$ cat src/rtl/seven_segment_pkg.sv
// Shared segment types, glyph constants and the BCD decode function.
// Hex glyphs for codes 10..15 are enabled by defining SEVEN_SEGMENT_HEX_DIGITS_EN.
package seven_segment_pkg;

  // Bit 6 = segment A (top) ... bit 0 = segment G (middle); 1 = lit.
  typedef logic [6:0] seg_t;

  localparam seg_t SEG_BLANK   = 7'b0000000;

  localparam seg_t SEG_DIGIT_0 = 7'b1111110;
  localparam seg_t SEG_DIGIT_1 = 7'b0110000;
  localparam seg_t SEG_DIGIT_2 = 7'b1101101;
  localparam seg_t SEG_DIGIT_3 = 7'b1111001;
  localparam seg_t SEG_DIGIT_4 = 7'b0110011;
  localparam seg_t SEG_DIGIT_5 = 7'b1011011;
  localparam seg_t SEG_DIGIT_6 = 7'b1011111;
  localparam seg_t SEG_DIGIT_7 = 7'b1110000;
  localparam seg_t SEG_DIGIT_8 = 7'b1111111;
  localparam seg_t SEG_DIGIT_9 = 7'b1111011;

  localparam seg_t SEG_HEX_A   = 7'b1110111;
  localparam seg_t SEG_HEX_B   = 7'b0011111;
  localparam seg_t SEG_HEX_C   = 7'b1001110;
  localparam seg_t SEG_HEX_D   = 7'b0111101;
  localparam seg_t SEG_HEX_E   = 7'b1001111;
  localparam seg_t SEG_HEX_F   = 7'b1000111;

  function automatic seg_t decode_bcd(logic [3:0] code);
    seg_t seg;
    seg = SEG_BLANK;
    case (code)
      4'd0:    seg = SEG_DIGIT_0;
      4'd1:    seg = SEG_DIGIT_1;
      4'd2:    seg = SEG_DIGIT_2;
      4'd3:    seg = SEG_DIGIT_3;
      4'd4:    seg = SEG_DIGIT_4;
      4'd5:    seg = SEG_DIGIT_5;
      4'd6:    seg = SEG_DIGIT_6;
      4'd7:    seg = SEG_DIGIT_7;
      4'd8:    seg = SEG_DIGIT_8;
      4'd9:    seg = SEG_DIGIT_9;
`ifdef SEVEN_SEGMENT_HEX_DIGITS_EN
      4'd10:   seg = SEG_HEX_A;
      4'd11:   seg = SEG_HEX_B;
      4'd12:   seg = SEG_HEX_C;
      4'd13:   seg = SEG_HEX_D;
      4'd14:   seg = SEG_HEX_E;
      4'd15:   seg = SEG_HEX_F;
`endif
      // Invalid BCD (and unknown inputs) fall through to a blank digit.
      default: seg = SEG_BLANK;
    endcase
    return seg;
  endfunction

endpackage

$ cat src/rtl/seven_segment_decode.sv
// Purely combinational 4-to-7 segment table; no state.
// Build option SEVEN_SEGMENT_HEX_DIGITS_EN is handled inside decode_bcd.
module seven_segment_decode
  import seven_segment_pkg::*;
(
  input  logic [3:0] code,
  output seg_t       seg
);

  assign seg = decode_bcd(code);

endmodule

$ cat src/rtl/seven_segment.sv
// Registered BCD-to-seven-segment decoder (common-cathode, active-high segments).
// Define SEVEN_SEGMENT_HEX_DIGITS_EN to show hex glyphs for codes 10..15.
module seven_segment
  import seven_segment_pkg::*;
(
  input  logic clk,
  input  logic rst_n,
  input  logic W,
  input  logic X,
  input  logic Y,
  input  logic Z,
  output logic A,
  output logic B,
  output logic C,
  output logic D,
  output logic E,
  output logic F,
  output logic G
);

  seg_t seg_d;
  seg_t seg_p0;

  seven_segment_decode u_decode (
    .code ({W, X, Y, Z}),
    .seg  (seg_d)
  );

  // Stage p0: output flop; reset blanks the display without waiting for clk.
  always_ff @(posedge clk or negedge rst_n) begin
    if (!rst_n) begin
      seg_p0 <= SEG_BLANK;
    end else begin
      seg_p0 <= seg_d;
    end
  end

  assign {A, B, C, D, E, F, G} = seg_p0;

endmodule

$ cat config.mk
export PLATFORM = sky130hd
export DESIGN_NAME = seven_segment
export DESIGN_NICKNAME = d
export VERILOG_FILES = /design/src/rtl/seven_segment_pkg.sv /design/src/rtl/seven_segment_decode.sv /design/src/rtl/seven_segment.sv
export SDC_FILE = /design/constraint.sdc
export NUM_CORES = 1
export LEC_CHECK = 0
export ABC_AREA = 1
export ABC_CLOCK_PERIOD_IN_PS = 800
export CAP_MARGIN = 25
export CORE_AREA = 2 2 39 41
export CTS_BUF_LIST = sky130_fd_sc_hd__clkbuf_8
export DETAILED_ROUTE_END_ITERATION = 12
export DIE_AREA = 0 0 41 43
export DONT_BUFFER_PORTS = 1
export MAX_ROUTING_LAYER = met4
export PLACE_DENSITY = 0.5
export SYNTH_ARGS = -nofsm -noshare
export SYNTH_HDL_FRONTEND = slang
export SYNTH_HIERARCHICAL = 1
export SYNTH_SLANG_ARGS = --single-unit
$ cat constraint.sdc
create_clock -name clk -period 0.8 [get_ports clk]
set_clock_uncertainty 0.2 [all_clocks]
set_input_delay 0.16 -clock clk [delete_from_list [all_inputs] [get_ports clk]]
set_output_delay 0.16 -clock clk [all_outputs]
set_load 0.005 [all_outputs]
## After elaboration in Yosys (flattened, before gate mapping)

Memory sizes are Yosys's and may differ from the RTL's. A register that Yosys moved wholly into a read port is not among the register bits.
Index checks and enable logic that the tools add are counted.

- Register bits after elaboration: 0
- ROM bits: 112
- Bits of input ports: 6
- Output and inout bits: 7
- Logic and storage cells: 2
- Memories kept: 1

- Reduce and logical (&&, ||, !) cells: 1

Memories:

| memory | words | width | rd ports | clocked after Yosys merged registers in | wr ports | line | RTL |
|---|---|---|---|---|---|---|---|
| (no name shown) | 16 | 7 | 1 | 1 | 0 | seven_segment_pkg.sv:31 | `case (code)` |

Operators with widths:

| cell | number |
|---|---|
| 1-bit logical NOT | 1 |

## Logic depth before layout (Yosys ltp)

- Word-level depth: 1
- Mapped depth: 7
- Mapped depth without buffers: 7

## By module

The synthesis kept the hierarchy.

Modules (own cells, without submodules):

| module | times used | cells an instance | area each (um^2) | seq. area each (um^2) |
|---|---|---|---|---|
| seven_segment_decode | 1 | 39 | 210.2 | 0.0 |
| seven_segment | 1 | 7 | 175.2 | 175.2 |

## Least setup slack after synthesis

No wires, ideal clock.

- Kind: input port to flip-flop
- Start point: input port Z
- End point: register seg_p0[3]
- Setup time: 119 ps
- Arrival time: 693 ps
- Required time: 481 ps
- Setup slack: -212 ps
- Stages: 6
- Buffers on the path: 0
- Cells stage by stage: inv_1 > ha_1 > nand2_1 > nand2_1 > nand2_1 > nand2_1

RTL lines:

| element | line | RTL |
|---|---|---|
| start: declaration | seven_segment.sv:11 | `input logic Z,` |
| end: declaration | seven_segment.sv:22 | `seg_t seg_p0;` |

## Worst setup path in the final report

- Start point: register seg_p0[4]
- End point: output port C

RTL lines:

| element | line | RTL |
|---|---|---|
| end: declaration | seven_segment.sv:14 | `output logic C,` |

No word-level cell between the ends.

==> metrics.csv <==
metric,value,unit
status,"finished, violations left",
diode count,0,
Peak VDD IR,0.409,mV
setup violators final,7,
count of cell types in the netlist,7,
leak pwr,0.286,nW
CTS tree,yes,
post-cts sizing count,0,
most frequent cells in the layout,"nand2_1, dfrtp_1, inv_1, ha_1",
failing checks,"negative hold slack, negative setup slack",
Post-Synthesis Cells,46,
largest net degree at the start of global routing,8,
count of buffers from port buffering,0,
CP endpoint kind,output port,
DRT iter0 DRCs,4,
H-tree levels,1,
PwrDens,1870,nW/um^2
Final WS setup,-158,ps
Critical Path RT,440,ps
max FFs per register,7,
crit path DAT,600,ps
Achievable Freq,1040,MHz
total CTS buffers,3,
GR Overflow Total,0,
Syn-to-layout area delta,35.1,%
Placement Rows,14,
worst hold start,X,
CP max FO,1,
Vias,277,
Die Wd,41,um
RSZ-0062 raised after global routing,true,
Synth Warn #,6,
postcts setup bufs,0,
mapped cell area,385,um^2
Synth Net Count,58,
via/cell ratio,4.07,
"Hold Vio Cnt, Final",7,
kind of critical path,reg -> out,
Least-Margin Pin Slew,297,ps
share of cells above drive strength 1,26.9,%
Final Cycle Share,120,%
CP startpoint,seg_p0[4],
DP HPWL,541,um
starting density of the core,27.8,%
Clock Tree Buf Depth,2,
Startpoint Class,flop,
Final ANT Viol Nets,0,
nets,65,
# clock sinks,7,
routability cong.,0.729,
Top reg by flops,seg_p0,
DR DRC count,0,
Power Total,0.976,mW
CORE AREA,1380,um^2
Seq cells post-synth,7,
first-pass GRT wire length,1.04,mm
num ports,13,
sequential share of the synthesized area,45.5,%
"Slew Viols, Final",0,
Avg Synthesized Cell Area,8.38,um^2
post-layout util,37.6,%
WL/cell,9.25,um
All-Layer GR Usage,9.32,%
"most common cell after layout, fill and taps aside",nand2_1,
hold crit path type,in -> reg,
maxcap violations,0,
Die Area,1760,um^2
total wire length,629,um
"Clk pin slew, worst setup/hold paths",40,ps
drt pass-1 iters,2,
hold_ws,-99.6,ps
Die Height,43,um
vias in the first global route,262,
post-layout minimum cycle time,958,ps
initial antenna violation count,0,
normalized max-slew margin,80.1,%
Top Registers,seg_p0 (7),
Placed Cells,63,
Layout Cells excl Fill,68,
CTS Hold Bufs,1,
clock root buffer,clkbuf_8,
## synthesized netlist by cell type
library cell	number	area [um^2]
inv_2	2	7.51
dfrtp_1	7	175
nand2_2	2	12.5
inv_1	5	18.8
ha_1	6	75.1
nand2_1	23	86.3
nand3_2	1	10.0
## cell families (layout without fill, tap and decap cells)
group | after synthesis | count (layout) | share of synthesized area (%)
buf+inv | 7 | 13 | 6.82
flops | 7 | 7 | 45.5
simple gates | 26 | 26 | 28.2
fa+ha+maj | 6 | 6 | 19.5
## what timing repair did
item / 4_1_cts / 5_1_grt
setup endpoints to repair: 7 / 7
gates cloned: 0 / 0
hold endpoints to repair: 14 / 7
## final timing paths
path | cells past startpoint | endpoint
min in group asynchronous | 1 | seg_p0[3]
max | 0 | C
max in group asynchronous | 1 | seg_p0[1]
min | 3 | seg_p0[5]
## per-stage QoR
stage	setup TNS [ps]	area, um^2	setup WS (ps)
6_report	-1050	520	-158
5_1_grt	-1210	520	-186
4_1_cts	-1100	520	-169
3_5_place_dp	-465	465	-127
3_3_place_gp	-480	465	-126
2_1_floorplan	-271	438	-93.8
## power by group
group	leakage (nW)	switching, mW	total, mW	internal [mW]
clock network	0.0269	0.138	0.468	0.330
logic	0.174	0.0600	0.107	0.0475
registers	0.0860	0.0141	0.400	0.386
total	0.286	0.212	0.976	0.764
## cell type report
type / instances / area (um^2)
Fill cell: 143 / 863
Multi-Input combinational cell: 32 / 211
Sequential cell: 7 / 175
Inverter: 7 / 51.3
Clock buffer: 3 / 41.3
Tap cell: 16 / 20.0
Timing Repair Buffer: 2 / 17.5
Clock inverter: 1 / 3.75
## routing by layer
| layer | routed length (um) | up-vias | global-route usage, % |
|---|---|---|---|
| met1 | 259 | 115 | 10.2 |
| li1 | - | 147 | - |
| met3 | 78 | 2 | 5.24 |
| met2 | 280 | 13 | 11.6 |
| met5 | 0 | - | - |
| met4 | 10 | 0 | 8.00 |
Power figures use the tool's default switching activity.
